File: src/rtl/lj_frame_fifo.sv
// lj_frame_fifo: stereo frame FIFO from the left-justified ADC receiver to the DAC transmitter.
// It primes before playback, plays silence on underflow and drops frames on overflow.
module lj_frame_fifo #(
    parameter int DATA_WIDTH = 24,
    parameter int DEPTH      = 8,
    parameter int PRIME      = 4
) (
    input  logic                         clk,
    input  logic                         rst_n,
    input  logic                         in_valid,
    input  logic [DATA_WIDTH-1:0]        in_left,
    input  logic [DATA_WIDTH-1:0]        in_right,
    input  logic                         out_req,
    output logic [DATA_WIDTH-1:0]        out_left,
    output logic [DATA_WIDTH-1:0]        out_right,
    output logic                         out_ack,
    output logic                         out_start,
    output logic [$clog2(DEPTH):0]       level,
    output logic                         overflow,
    output logic                         underflow,
    input  logic                         clear_flags
);
    localparam int AW = $clog2(DEPTH);
    localparam int LW = AW + 1;
    typedef enum logic {FILL, RUN} state_t;
    state_t                      state;
    logic [AW-1:0]               wr_ptr, rd_ptr;
    logic [2*DATA_WIDTH-1:0]     mem [DEPTH];
    logic                        pop, push, starve, primed;
    logic [LW-1:0]               level_nxt;
    assign pop       = state == RUN && out_req && level != '0;
    assign starve    = state == RUN && out_req && level == '0;
    // a full FIFO still accepts a frame when the same cycle frees a slot
    assign push      = in_valid && (level != LW'(DEPTH) || pop);
    assign level_nxt = level + LW'(push) - LW'(pop);
    assign primed    = state == FILL && level_nxt >= LW'(PRIME);
    always_ff @(posedge clk)
        if (push) mem[wr_ptr] <= {in_left, in_right};
    always_ff @(posedge clk or negedge rst_n) begin
        if (!rst_n) begin
            state     <= FILL;
            wr_ptr    <= '0;
            rd_ptr    <= '0;
            level     <= '0;
            out_left  <= '0;
            out_right <= '0;
            out_ack   <= 1'b0;
            out_start <= 1'b0;
            overflow  <= 1'b0;
            underflow <= 1'b0;
        end else begin
            out_ack   <= out_req;
            out_start <= primed;
            level     <= level_nxt;
            if (push) wr_ptr <= wr_ptr + 1'b1;
            if (pop) rd_ptr <= rd_ptr + 1'b1;
            if (out_req) {out_left, out_right} <= pop ? mem[rd_ptr] : '0;
            overflow  <= !clear_flags && (overflow || (in_valid && !push));
            underflow <= !clear_flags && (underflow || starve);
            state     <= primed ? RUN : starve ? FILL : state;
        end
    end
endmodule

File: config.mk
export PLATFORM = sky130hd
export DESIGN_NAME = lj_frame_fifo
export DESIGN_NICKNAME = d
export VERILOG_FILES = /design/src/rtl/lj_frame_fifo.sv
export SDC_FILE = /design/constraint.sdc
export NUM_CORES = 1
export LEC_CHECK = 0
export CAP_MARGIN = 20
export CORE_MARGIN = 2
export CORE_UTILIZATION = 55
export DETAILED_ROUTE_END_ITERATION = 8
export GPL_TIMING_DRIVEN = 0
export PLACE_DENSITY = 0.72
export SLEW_MARGIN = 20
export SYNTH_ARGS = -nofsm -noshare
export SYNTH_HDL_FRONTEND = slang
export SYNTH_SLANG_ARGS = --single-unit
File: constraint.sdc
create_clock -name clk -period 11.1 [get_ports clk]
set_input_delay 1.11 -clock clk [delete_from_list [all_inputs] [get_ports clk]]
set_output_delay 1.11 -clock clk [all_outputs]
set_load 0.05 [all_outputs]
==> flow_summary_export.csv <==
group,metric,value,unit
clock_tree,post_cts.resized_instances,0,
global_route,grt_pass1_vias,8981,
detailed_routing,drt_first_pass_iters,5,
timing,finalHoldWorstSlack,0.475,ns
floorplanning,floorplan.initialDensity,55.9,%
placement,place_area,19100,um2
setup_path,cp.required,11.55,ns
status,outcome,"finished clean",
timing,worst_slew_pin_slew,0.795,ns
pwr,power.density,278,nW/um2
synth,postSynthRegisterBits,447,
detailed_routing,avgViaCountPerCell,5.77,
final_layout,finalNetCount,1133,
timing,finalSetupTns,0,ns
setup_path,worst_r2r_endpoint,"state$_DFFE_PN0P_",
synth,netlist_area,17100,um2
synth,synth_area_per_cell,19.1,um2
final_layout,drive_above_1_share,15.7,%
min_path,hold_depth,1,
synth,ys.warnings.count,0,
setup_path,ff2ff_path_depth,12,
timing,clock_skew,0.0149,ns
global_route,grt_pass1_wl,53.6,mm
setup_path,reg2reg_setup_slack,8.21,ns
floorplanning,die-area,32500,um2
setup_path,critPathMaxStageDelay,0.93,ns
synth,synth_largest_area_cell,"edfxtp_1",
placement,gp_congestion,0.727,
clock_tree,cts_root_buffer,"clkbuf_16",
setup_path,criticalPathCategory,"in -> reg",
global_route,grt_antenna_before_repair,3,
timing,timing.max_slew.rel_slack,47.0,%
setup_path,critical_path.cell_chain,"clkdlybuf4s50_1 > clkbuf_1 > nand3_1 > nand2_1 > o21ai_0 > ha_1 > fa_1 > xor2_1 > nor2_1 > a21oi_1",
global_route,grt_max_degree,34,
global_route,grt.total_usage,22.0,%
timing,final.period_utilization,35.3,%
detailed_routing,postRouteWirelength,34.9,mm
synth,synth_area_leaders,"edfxtp_1 67%, dfrtp_1 9.2%, mux4_2 5.9%",
floorplanning,placeableCoreArea,30600,um2
timing,grt_setup_unrepaired,"false",
global_route,grt-ovfl-total,0,
clock_tree,postCtsHoldBufs,0,
floorplanning,core.rowCount,64,
setup_path,critPathArrivalTime,4.38,ns
setup_path,worst-path-max-fanout,10,
clock_tree,cts_sinks,447,
detailed_routing,routedWlPerCell,23.2,um
synth,synth-async-reset-ratio,14.1,%
clock_tree,cts.path.max_buffers,3,
setup_path,timing.rr.start,"level[2]$_DFF_PN0_",
timing,fmax,0.255,GHz
floorplanning,pin_count,109,
placement,port_buffers,107,
detailed_routing,first_iter_violations,871,
floorplanning,die_w,180,um
timing,period_needed,3.92,ns
clock_tree,htree_num_levels,2,
synth,number_of_enable_flip_flop_cells_after_synthesis,384,
synth,synthesis.instances,893,
floorplanning,die-height,180,um
synth,yosysTopAreaCellShare,67.4,%
final_layout,fin_area,20600,um2
synth,ys.flop_type,"edfxtp_1",
min_path,min_path_type,"reg -> reg",
detailed_routing,post-route-drc-count,0,
timing,final-hold-violation-count,0,
synth,synthDistinctLibCells,37,
final_layout,syn_to_final_growth,20.3,%
timing,slew_violations,0,
min_path,endpoint_worst_hold,"out_start$_DFF_PN0_",
clock_tree,tritoncts,"yes",
synth,synth-seq-area-share,76.7,%
detailed_routing,vias,8679,
clock_tree,cts_setup_buffers,0,
clock_tree,numCtsBuffers,44,
job,drv.max_cap_violation_count,0,
timing,final-setup-viol-count,0,
setup_path,crit_start_category,"input port",
min_path,worst_hold_startpoint,"state$_DFFE_PN0P_",
setup_path,setup.worst_path.end_class,"flop",
detailed_routing,ant_nets,0,
synth,postSynthNetCount,954,
setup_path,critical-path-slowest-cell,"clkdlybuf4s50_1",
clock_tree,clk_pin_slew,0.06,ns
final_layout,filler_cell_count,2012,
pwr,peakVddDrop,0.000144,V
pwr,power_leakage,7.24,nW
clock_tree,clock_insertion_delay_worst_skew,0.54,ns
placement,dp.final_hpwl,22.1,mm
[per-layer routing]
layer  global-route usage, %  vias to the layer above  routed length [um]
li1                        -                     3894                   -
met5                       0                        -                  24
met1                    31.0                     4413               14800
met4                    6.06                        4                 795
met2                    36.3                      308               17100
met3                    3.38                       60                2190
[registers in the layout (all words and copies together) (netlist names)]
register	flops
out_start	1
out_left	24
rd_ptr	3
out_ack	1
out_right	24
mem	384
overflow	1
wr_ptr	3
level	4
underflow	1
state	1
[cells by family (layout without fill, tap and decap cells)]
kind of cell / count (synthesis) / after routing / share of synthesized area, %
AO/OA/AOI/OAI: 152 / 152 / 5.91
AND/OR/NAND/NOR: 32 / 32 / 0.915
buffers and inverters: 103 / 318 / 3.50
flip-flops: 447 / 447 / 76.7
other: 0 / 1 / 0
multiplexers: 145 / 145 / 12.1
adder cells (fa/ha/maj): 8 / 8 / 0.629
XOR/XNOR: 6 / 6 / 0.307
[critical path: cells and delay by family]
family	cells	cell delay (ns)
xor gates and xnor gates	1	0.29
buffers and inverters	2	1.46
AOI/OAI and AO/OA	2	0.24
adders and majority gates	2	0.63
and+or+nand+nor	3	0.63
[power breakdown]
group | internal (W) | switching (W)
logic | 0.000784 | 0.00120
clock network | 0.000884 | 0.000592
registers | 0.00216 | 0.000107
[cells in the final DEF (no fill, tap or decap), types with 6 or more instances in the layout]
cell / synthesis / layout
mux4_2: 45 / 45
nand2_1: 9 / 9
o211ai_1: 48 / 48
ha_1: 7 / 7
buf_12: 5 / 13
clkbuf_16: 0 / 46
nor2_4: 0 / 6
clkinv_1: 0 / 9
inv_1: 53 / 53
mux2i_1: 96 / 96
edfxtp_1: 384 / 384
dfrtp_1: 63 / 63
buf_6: 7 / 8
o21ai_1: 45 / 45
buf_4: 0 / 13
buf_2: 14 / 14
a22oi_1: 48 / 48
clkbuf_1: 16 / 30
clkdlybuf4s50_1: 0 / 106
[area by class of cell]
class	count	area (um2)	share of cell area, %
Buffer	50	399	1.94
Antenna cell	1	2.50	0.0122
Multi-Input combinational cell	343	3450	16.8
Clock inverter	21	234	1.14
Tap cell	396	495	2.41
Clock buffer	61	1220	5.92
Timing Repair Buffer	133	1470	7.14
Sequential cell	447	13100	63.7
Inverter	53	199	0.967
[worst max path at each step]
stage / from / to / slack (ns) / cells after the start
final: out_req / state$_DFFE_PN0P_ / 7.18 / 10
after global routing: out_req / state$_DFFE_PN0P_ / 7.04 / 10
after CTS: out_req / out_start$_DFF_PN0_ / 7.25 / 10
after detailed placement: out_req / out_start$_DFF_PN0_ / 6.70 / 10
after global placement: out_req / mem[1][2]$_DFFE_PP_ / 1.43 / 5
after floorplan: out_req / mem[5][0]$_DFFE_PP_ / 5.73 / 4
[through the flow]
stage          instances  util [%]  setup slack, ns  power [W]
6_report            1505      67.2             7.18    0.00572
5_1_grt             1505      67.2             7.04    0.00599
4_1_cts             1504      67.2             7.25    0.00578
3_5_place_dp        1422      62.5             6.70    0.00430
3_3_place_gp        1396      61.0             1.43    0.00421
2_1_floorplan        893         -             5.73    0.00363
[cell usage after synthesis, types with 9 or more instances]
| cell | instances |
|---|---|
| a22oi_1 | 48 |
| inv_1 | 53 |
| nor2_1 | 9 |
| mux2i_1 | 96 |
| o21ai_1 | 45 |
| mux4_2 | 45 |
| nand2_1 | 9 |
| dfrtp_1 | 63 |
| clkbuf_1 | 16 |
| edfxtp_1 | 384 |
| buf_2 | 14 |
| o211ai_1 | 48 |
Note: power is estimated with default switching activity, not from simulation.
